## src/rtl/multicycle_ctrl.sv

```systemverilog
`default_nettype none
// ============================================================================
// Module  : multicycle_ctrl
// Brief   : Control FSM for the multi-cycle CPU. It sequences the datapath
//           write enables and mux selects, handshakes with memory, and latches
//           an error on illegal opcodes or memory hangs.
// Revision: 1.0  initial release
// ============================================================================
module multicycle_ctrl #(
    parameter int WAIT_LIMIT = 16
) (
    input  logic       clk,
    input  logic       rst,
    input  logic [5:0] opcode,
    input  logic       zero,
    input  logic       mem_ready,
    output logic       pc_we,
    output logic       ir_we,
    output logic       mdr_we,
    output logic       ab_we,
    output logic       alu_out_we,
    output logic       rf_we,
    output logic       mem_rd,
    output logic       mem_wr,
    output logic       iord,
    output logic       alu_src_a,
    output logic [1:0] alu_src_b,
    output logic [1:0] alu_op,
    output logic [1:0] pc_src,
    output logic       reg_dst,
    output logic       mem_to_reg,
    output logic       instr_done,
    output logic       err,
    output logic [3:0] state
);

    typedef enum logic [3:0] {
        S_IF  = 4'd0,
        S_ID  = 4'd1,
        S_MA  = 4'd2,
        S_MR  = 4'd3,
        S_WBM = 4'd4,
        S_MW  = 4'd5,
        S_EXR = 4'd6,
        S_WBR = 4'd7,
        S_BR  = 4'd8,
        S_JMP = 4'd9,
        S_EXI = 4'd10,
        S_WBI = 4'd11,
        S_ERR = 4'd15
    } state_t;

    localparam int CW = (WAIT_LIMIT > 0) ? $clog2(WAIT_LIMIT + 1) : 1;
    localparam logic [CW-1:0] c_CNT_LAST = CW'((WAIT_LIMIT > 0) ? WAIT_LIMIT - 1 : 0);

    localparam logic [5:0] c_OP_RTYPE = 6'b000000;
    localparam logic [5:0] c_OP_LW    = 6'b100011;
    localparam logic [5:0] c_OP_SW    = 6'b101011;
    localparam logic [5:0] c_OP_BEQ   = 6'b000100;
    localparam logic [5:0] c_OP_J     = 6'b000010;
    localparam logic [5:0] c_OP_ADDI  = 6'b001000;

    state_t        r_state;
    state_t        w_next;
    logic [CW-1:0] r_wait_cnt;
    logic [CW-1:0] w_cnt_next;
    logic          w_waiting;

    always_ff @(posedge clk or posedge rst) begin
        if (rst) begin
            r_state    <= S_IF;
            r_wait_cnt <= '0;
        end else begin
            r_state    <= w_next;
            r_wait_cnt <= w_cnt_next;
        end
    end

    always_comb begin
        w_next     = r_state;
        w_waiting  = 1'b0;
        pc_we      = 1'b0;
        ir_we      = 1'b0;
        mdr_we     = 1'b0;
        ab_we      = 1'b0;
        alu_out_we = 1'b0;
        rf_we      = 1'b0;
        mem_rd     = 1'b0;
        mem_wr     = 1'b0;
        iord       = 1'b0;
        alu_src_a  = 1'b0;
        alu_src_b  = 2'b00;
        alu_op     = 2'b00;
        pc_src     = 2'b00;
        reg_dst    = 1'b0;
        mem_to_reg = 1'b0;
        instr_done = 1'b0;
        err        = 1'b0;

        case (r_state)
            S_IF: begin
                w_waiting = 1'b1;
                mem_rd    = 1'b1;
                alu_src_b = 2'b01;
                ir_we     = mem_ready;
                pc_we     = mem_ready;
                if (mem_ready) w_next = S_ID;
            end
            S_ID: begin
                // ALU computes the branch target speculatively while decoding
                ab_we      = 1'b1;
                alu_out_we = 1'b1;
                alu_src_b  = 2'b11;
                case (opcode)
                    c_OP_RTYPE:       w_next = S_EXR;
                    c_OP_LW, c_OP_SW: w_next = S_MA;
                    c_OP_BEQ:         w_next = S_BR;
                    c_OP_J:           w_next = S_JMP;
                    c_OP_ADDI:        w_next = S_EXI;
                    default:          w_next = S_ERR;
                endcase
            end
            S_MA: begin
                alu_src_a  = 1'b1;
                alu_src_b  = 2'b10;
                alu_out_we = 1'b1;
                w_next     = (opcode == c_OP_LW) ? S_MR : S_MW;
            end
            S_MR: begin
                w_waiting = 1'b1;
                mem_rd    = 1'b1;
                iord      = 1'b1;
                mdr_we    = mem_ready;
                if (mem_ready) w_next = S_WBM;
            end
            S_WBM: begin
                rf_we      = 1'b1;
                mem_to_reg = 1'b1;
                instr_done = 1'b1;
                w_next     = S_IF;
            end
            S_MW: begin
                w_waiting  = 1'b1;
                mem_wr     = 1'b1;
                iord       = 1'b1;
                instr_done = mem_ready;
                if (mem_ready) w_next = S_IF;
            end
            S_EXR: begin
                alu_src_a  = 1'b1;
                alu_op     = 2'b10;
                alu_out_we = 1'b1;
                w_next     = S_WBR;
            end
            S_WBR: begin
                rf_we      = 1'b1;
                reg_dst    = 1'b1;
                instr_done = 1'b1;
                w_next     = S_IF;
            end
            S_BR: begin
                alu_src_a  = 1'b1;
                alu_op     = 2'b01;
                pc_src     = 2'b01;
                pc_we      = zero;
                instr_done = 1'b1;
                w_next     = S_IF;
            end
            S_JMP: begin
                pc_src     = 2'b10;
                pc_we      = 1'b1;
                instr_done = 1'b1;
                w_next     = S_IF;
            end
            S_EXI: begin
                alu_src_a  = 1'b1;
                alu_src_b  = 2'b10;
                alu_out_we = 1'b1;
                w_next     = S_WBI;
            end
            S_WBI: begin
                rf_we      = 1'b1;
                instr_done = 1'b1;
                w_next     = S_IF;
            end
            S_ERR: begin
                err    = 1'b1;
                w_next = S_ERR;
            end
            default: w_next = S_ERR;
        endcase

        // mem_ready in the limit cycle still advances normally
        if (WAIT_LIMIT != 0 && w_waiting && !mem_ready && r_wait_cnt == c_CNT_LAST)
            w_next = S_ERR;
    end

    always_comb begin
        w_cnt_next = r_wait_cnt;
        if (w_next != r_state)
            w_cnt_next = '0;
        else if (w_waiting && !mem_ready)
            w_cnt_next = r_wait_cnt + CW'(1);
    end

    assign state = r_state;

endmodule
`default_nettype wire

```

## config.mk

```make
export PLATFORM = sky130hd
export DESIGN_NAME = multicycle_ctrl
export DESIGN_NICKNAME = d
export VERILOG_FILES = /design/src/rtl/multicycle_ctrl.sv
export SDC_FILE = /design/constraint.sdc
export NUM_CORES = 1
export LEC_CHECK = 0
export CAP_MARGIN = 5
export CORE_AREA = 8 8 55 57
export CTS_BUF_LIST = sky130_fd_sc_hd__clkbuf_4 sky130_fd_sc_hd__clkbuf_8 sky130_fd_sc_hd__clkbuf_16
export DETAILED_ROUTE_END_ITERATION = 10
export DIE_AREA = 0 0 63 65
export PLACE_DENSITY = 0.9
export SKIP_LAST_GASP = 1
export SYNTH_ARGS = -nofsm -noshare
export SYNTH_HDL_FRONTEND = slang
export SYNTH_SLANG_ARGS = --single-unit
```

## constraint.sdc

```tcl
create_clock -name clk -period 5.3 [get_ports clk]
set_input_delay 0.53 -clock clk [delete_from_list [all_inputs] [get_ports clk]]
set_output_delay 0.53 -clock clk [all_outputs]
set_load 0.01 [all_outputs]
```

# Yosys cells after proc, flatten, opt, wreduce, memory -nomap -nowiden

Index checks and enable logic that the tools add are counted.

Bits in read-only memories: 0
Latch bits: 0
Memory bits (writable): 0
Memories kept: 0
Bits of input ports: 10
Register bits: 9
Word-level logic and storage cells: 64

Bitwise operators: 0
Mux-type cells: 27
Shifts and indexed selects: 0
Equality and inequality tests: 19
Order comparisons: 0
Add/subtract/negate cells: 1
Multipliers: 0
Div/mod/pow operators: 0
Reductions and logical operators: 15

Operators with widths:

| cell                  | number |
|---|---|
| $pmux W4 S8           | 1 |
| $eq A4 B4 Y1 const B  | 5 |
| $pmux W4 S5           | 1 |
| $eq A4 B3 Y1 const B  | 4 |
| $mux W4               | 4 |
| $mux W1               | 13 |
| $eq A6 B6 Y1 const B  | 2 |
| $mux W5               | 2 |
| $eq A4 B2 Y1 const B  | 2 |
| $pmux W2 S2           | 2 |
| $reduce_or A2 Y1      | 4 |
| $reduce_or A4 Y1      | 2 |
| $eq A6 B2 Y1 const B  | 1 |
| $eq A6 B3 Y1 const B  | 1 |
| $eq A6 B4 Y1 const B  | 1 |
| $logic_not A6 Y1      | 1 |
| $pmux W2 S3           | 1 |
| $reduce_or A3 Y1      | 2 |
| $add A5 B1 Y5 const B | 1 |
| $eq A5 B4 Y1 const B  | 1 |
| $reduce_or A5 Y1      | 1 |
| $eq A4 B1 Y1 const B  | 1 |
| $logic_not A4 Y1      | 1 |
| $ne A4 B4 Y1          | 1 |
| 6 further kinds       | 7 |

# Depth between registers and ports, before layout

Gate-level depths: netlist of run 1.

Depth after elaboration: 8
Mapped depth: 10

# Worst setup path after synthesis of run 1

Ideal clock, no wire load.

Path kind: input to output
Start point: input port opcode[1]
End point: output port err
Stages: 7
Path buffers: 0
Setup slack: 2.464 ns
Arrival: 2.306 ns
Cell sequence: or3_1 or3_1 and2_1 a211o_1 xnor2_2 nand3_2 nor3_1

RTL lines:

| what            | RTL line | source |
|---|---|---|
| start, declared | 14       | `input logic [5:0] opcode,` |
| end, declared   | 33       | `output logic err,` |

==> results of run 1 <==
## cell usage after synthesis (all sizes together) (2+ instances only)
cell type / number / share of area [%]
a32oi: 2 / 2.6
clkbuf: 7 / 2.7
nand2b: 3 / 1.9
o21a: 2 / 1.5
a21o: 2 / 1.5
nand2: 10 / 3.9
or2: 2 / 1.3
o21ai: 5 / 2.6
inv: 5 / 1.9
a21oi: 5 / 2.6
or3: 3 / 1.9
nor3: 11 / 5.7
xnor2: 5 / 5.3
ha: 2 / 2.6
a211o: 2 / 1.8
and2: 4 / 2.6
nand3: 6 / 4.1
xor2: 2 / 1.8
nor2: 15 / 5.8
dfrtp: 9 / 23
buf: 4 / 2.6
## worst max-delay path: cells and delay by family
kind	cells	cell delay, ps
AND/OR/NAND/NOR	5	1340
buffers and inverters	2	1050
AO/OA/AOI/OAI	1	300
XOR/XNOR	1	150
## registers in the layout, summed over array words and instances (netlist names)
| name | cells |
|---|---|
| r_wait_cnt | 5 |
| state | 4 |
## logic make-up (layout without fill, tap and decap cells)
kind of cell,after synthesis,in the layout
AO/OA/AOI/OAI,29,29
flip-flops,9,9
adder cells (fa/ha/maj),2,2
AND/OR/NAND/NOR,62,62
multiplexers,1,1
XOR/XNOR,7,7
buffers and inverters,16,42
## routing by layer
| layer | vias up | global-route usage, % | share of wire (%) |
|---|---|---|---|
| met1 | 476 | 13.1 | 40 |
| li1 | 501 | - | - |
| met4 | 0 | 5.13 | 2.3 |
| met2 | 32 | 23.4 | 51 |
| met5 | - | 0 | 0 |
| met3 | 7 | 3.78 | 6.4 |
## final cells by class
cell class	count	area share, %
multi-input cells	101	51.4
inverters	5	1.43
repair buffers	33	25.1
flip-flops and latches	9	17.1
well taps	28	2.66
clock buffers	4	2.28
## layout by cell type (no fill, tap or decap), drive strengths merged, types with 2 or more instances in the layout
master,Yosys,final
or3,3,3
inv,5,5
clkdlybuf4s50,0,33
a211o,2,2
and2,4,4
dfrtp,9,9
nor2,15,15
nand2b,3,3
a21oi,5,5
nor3,11,11
ha,2,2
or2,2,2
nand2,10,10
o21ai,5,5
xor2,2,2
xnor2,5,5
clkbuf,7,4
nand3,6,6
a21o,2,2
a32oi,2,2
o21a,2,2
## power groups by stage
stage | Combinational [mW] | Sequential [mW] | Clock [mW]
detailed placement | 0.0144 | 0.0700 | 0
CTS | 0.0146 | 0.0687 | 0.0614
global placement | 0.0140 | 0.0700 | 0
floorplan | 0.00548 | 0.0700 | 0
global route | 0.0160 | 0.0686 | 0.0631
finish | 0.0146 | 0.0687 | 0.0596
## metrics by stage
step / cells / hold WS [ps]
after global placement: 176 / 546
after detailed placement: 176 / 556
final: 180 / 528
after CTS: 180 / 527
after global routing: 180 / 583
after floorplan: 126 / 358
## worst paths after layout
check,endpoint,cells past startpoint,start,slack (ps)
min in group clk,r_wait_cnt[3]$_DFFE_PP0P_,2,r_wait_cnt[3]$_DFFE_PP0P_,560
max in group asynchronous,r_wait_cnt[2]$_DFFE_PP0P_,2,rst,4510
worst max register to register,r_wait_cnt[4]$_DFFE_PP0P_,7,state[1]$_DFF_PP0_,2600
worst max-delay path,err,9,opcode[1],1400
worst min register to register,r_wait_cnt[3]$_DFFE_PP0P_,2,r_wait_cnt[3]$_DFFE_PP0P_,560
worst min-delay path,r_wait_cnt[0]$_DFFE_PP0P_,2,rst,530
==> flow_summary.ini, run 1 <==
[yosys]
synthesis.area_sq_um = 972
async_reset_ff_share_pct = 100
synthAdderAreaFrac_pct = 2.57
synth_fp_nets = 138
synth_top_family_by_area = simple AND/OR/NAND/NOR gates
synthMuxAreaShare_pct = 1.03
synth-xor-area-share_pct = 7.08
ys_warn_count = 0
ys_seq_elements = 9
synth_edf_count = 0
yosysUniqueCellTypes = 47
synthFlopType = dfrtp_1
synth_compound_area_share_pct = 25.0
seq_area_frac_synth_pct = 23.2
synth-simple-area-share_pct = 34.0
avgSynthCellArea_sq_um = 7.72
synthCells = 126

[routing]
ant_nets = 0
first_iter_violations = 13
via_count = 1016
viasPerCell = 5.64
wire_per_inst_microns = 14.7
dr.pass1.iters = 4
wirelength_mm = 2.65
drc = 0

[power]
switchingPower_uw = 32.2
pwr_density_cell_mw_per_mm2 = 108
switching_share_pct = 22.6
p_int_uw = 111
total_power_uw = 143
pwr-share-clk_pct = 41.7
leakagePower_nw = 0.514
power_frac_comb_pct = 10.2
p_seq_share_pct = 48.1
max-vdd-ir-drop_v = 0.000132

[placed_design]
gp_congestion = 0.823
portBuffers = 33
hpwl_mm = 2.07
placed_cell_area_sq_mm = 0.00129
pre_cts_ws_ps = 1430

[floorplan]
start_util_pct = 45.3
core_area_sq_mm = 0.00215
ioPinCount = 34
die_y_microns = 65
die_x_microns = 63
rows = 17
die-area_sq_mm = 0.00410

[cells_and_area]
fill_cells = 195
regArea_sq_um = 225
drive_above_1_share_pct = 8.55
multi_input_area_sq_um = 677
final_util_pct = 61.3
fin_nets = 165
diodes = 0
area_growth_pct = 35.4
fin_area_sq_mm = 0.00132

[worst_setup_path]
critPathKind = primary input to primary output
crit_chain = clkdlybuf4s50_1 > or3_1 > or3_1 > and2_1 > a211o_1 > xnor2_2 > nand3_2 > nor3_1 > clkdlybuf4s50_1
cp.required_ps = 4770
cp_max_fo = 6
start_kind = primary input
critPathArrivalTime_ps = 3370
crit_path_top_delay_cell = clkdlybuf4s50_1
max_stage_delay_ps = 570
end_kind = primary output

[status]
status = finished clean

[grt]
gr-total-overflow = 0
grt_start_max_net_pins = 23
grt_pass1_wl_mm = 4.42
first_global_vias = 966
grtUsageTotal_pct = 12.7
antenna_found_initial = 0

[timing]
fin_ws_ps = 1400
tightest_slew_ps = 656
finalHoldViolations = 0
relSlewSlack_pct = 56.3
rsz0062_at_grt = no
slew_violations = 0
fin_setup_tns_ps = 0
fmax_mhz = 257
setup_viol = 0
fin_crit_ps = 3900
period_share_pct = 73.5
fin_skew_ps = 2.08

[cts]
root_buffer = clkbuf_4
tritoncts = yes
insertion_delay_ps = 260
h-tree-depth = 1
cts_setup_buffers = 0
cts_resized = 0
cts_made_buffers = 3
clk_path_buf_depth = 2
cts_sinks = 9
clk_pin_slew_ps = 60
cts_hold_buf = 0

[hold_path]
hp-class = primary input to asynchronous set/reset pin

[job]
maxCapViolCount = 0
No activity file was read; power rests on OpenSTA's default activity.
==> inputs of run 2 (changes only) <==
CORE_AREA = 8 8 56 58   (was 8 8 55 57)
DIE_AREA = 0 0 64 66   (was 0 0 63 65)
PLACE_DENSITY = 0.87   (was 0.9)
clock period = 3.7 ns   (was 5.3 ns; I/O delays follow)
==> run 2 against run 1 <==
Effect of this change:
- non-clock buffer count grew 6
- critical path depth shrank 1
- count of clock-buffer cells in the layout is the same
- clock power grew 40%
- wire length grew 6.1%
- die area grew 3.2%
- cell area grew 3.6%
- cell count grew 4.4%
==> flow_summary.ini, run 2 (synthesis results as in run 1) <==
[grt]
grt_start_max_net_pins = 16
grtUsageTotal_pct = 13.5
first_global_vias = 1024
gr-total-overflow = 0
antenna_found_initial = 0
grt_pass1_wl_mm = 4.69

[worst_setup_path]
end_kind = primary output
cp.required_ps = 3330
start_kind = primary input
cp_max_fo = 4
critPathArrivalTime_ps = 3120
critPathKind = primary input to primary output

[cts]
cts_hold_buf = 0
insertion_delay_ps = 270
root_buffer = clkbuf_4
cts_sinks = 9
h-tree-depth = 1
clk_pin_slew_ps = 60
cts_setup_buffers = 0
clk_path_buf_depth = 2
tritoncts = yes
cts_made_buffers = 3
cts_resized = 0

[floorplan]
die_x_microns = 64
die_y_microns = 66
start_util_pct = 41.9
rows = 18
ioPinCount = 34
core_area_sq_mm = 0.00232
die-area_sq_mm = 0.00422

[cells_and_area]
fin_nets = 171
layout_commonest_cell = clkdlybuf4s50_1
regMostFlops = r_wait_cnt
drive_above_1_share_pct = 12.0
largest_reg_flops = 5
diodes = 0
regArea_sq_um = 225
fill_cells = 219
layout_common_cells = 33 x clkdlybuf4s50_1, 15 x nor2_1, 11 x nor3_1
finalNonFillerCells = 188
area_growth_pct = 40.3
multi_input_area_sq_um = 677

[job]
maxCapViolCount = 0

[timing]
tightest_slew_ps = 457
fin_crit_ps = 3490
fin_setup_tns_ps = 0
slew_violations = 0
rsz0062_at_grt = no
fmax_mhz = 286
period_share_pct = 94.4
setup_viol = 0
fin_skew_ps = 6.70
relSlewSlack_pct = 69.5
finalHoldViolations = 0

[routing]
via_count = 1067
ant_nets = 0
drc = 0
wirelength_mm = 2.82
wire_per_inst_microns = 15.0
dr.pass1.iters = 4
first_iter_violations = 33
viasPerCell = 5.68

[placed_design]
portBuffers = 33
hpwl_mm = 2.25
gp_congestion = 0.850
placed_cells = 184

[power]
pwr_density_cell_mw_per_mm2 = 149
max-vdd-ir-drop_v = 0.000200
leakagePower_nw = 0.542

[hold_path]
hp-class = primary input to asynchronous set/reset pin

[status]
status = finished clean
==> run 2: cell count changes in the layout (fill, tap and decap cells not counted), sizes merged <==
cell / previous run / this run
buf: 0 / 6
==> run 2: routing by layer <==
layer / up-vias / wire length, microns / part of all wire, % / GRT usage, %
met5: - / 0 / 0 / 0
met4: 0 / 82 / 2.9 / 6.96
li1: 516 / - / - / -
met3: 8 / 190 / 6.7 / 4.24
met2: 34 / 1400 / 50 / 22.6
met1: 509 / 1140 / 41 / 15.1
==> run 2: report_power, final <==
group	internal (mW)	switching (mW)
Combinational	0.0110	0.00991
Clock	0.0489	0.0344
Sequential	0.0984	0
Total	0.158	0.0443
==> run 2: through the flow <==
| stage | util, % | instance area [sq um] | hold WS (ps) | power (mW) | worst slack (ps) |
|---|---|---|---|---|---|
| 2_1_floorplan | - | 972 | 198 | 0.108 | 1080 |
| 3_5_place_dp | 57.5 | 1330 | 558 | 0.121 | 225 |
| 4_1_cts | 58.8 | 1360 | 372 | 0.205 | 202 |
| 3_3_place_gp | 57.5 | 1330 | 537 | 0.120 | 282 |
| 5_1_grt | 58.8 | 1360 | 413 | 0.211 | 74.2 |
| 6_report | 58.8 | 1360 | 357 | 0.203 | 208 |
==> run 2: cell type report <==
type / count / area share (%)
clock buffer: 4 / 2.20
sequential: 9 / 16.5
inverter: 5 / 1.38
multi-input combinational: 101 / 49.6
timing repair buffer: 39 / 27.5
tap: 30 / 2.75
==> run 2: final timing paths <==
kind / from / to / slack [ps] / depth (start not counted)
max: opcode[1] / err / 210 / 8
min: rst / state[3]$_DFF_PP0_ / 360 / 2
max reg2reg: r_wait_cnt[0]$_DFFE_PP0P_ / r_wait_cnt[4]$_DFFE_PP0P_ / 1050 / 11
min reg2reg: r_wait_cnt[3]$_DFFE_PP0P_ / r_wait_cnt[3]$_DFFE_PP0P_ / 570 / 2
max in group asynchronous: rst / state[2]$_DFF_PP0_ / 3090 / 2
min in group clk: r_wait_cnt[3]$_DFFE_PP0P_ / r_wait_cnt[3]$_DFFE_PP0P_ / 570 / 2
==> run 2: worst max-delay path: stages <==
cell,delay [ps]
clkdlybuf4s50_1,470
or3_1,430
or3_1,390
a32oi_2,290
nand3_2,130
o31a_1,280
nor3_1,180
clkdlybuf4s50_1,570
==> inputs of run 3 (changes only) <==
ABC_CLOCK_PERIOD_IN_PS = 3700   (was unset)
==> results of run 3 <==
No change in the layout: final DEF, timing and power equal those of run 2.
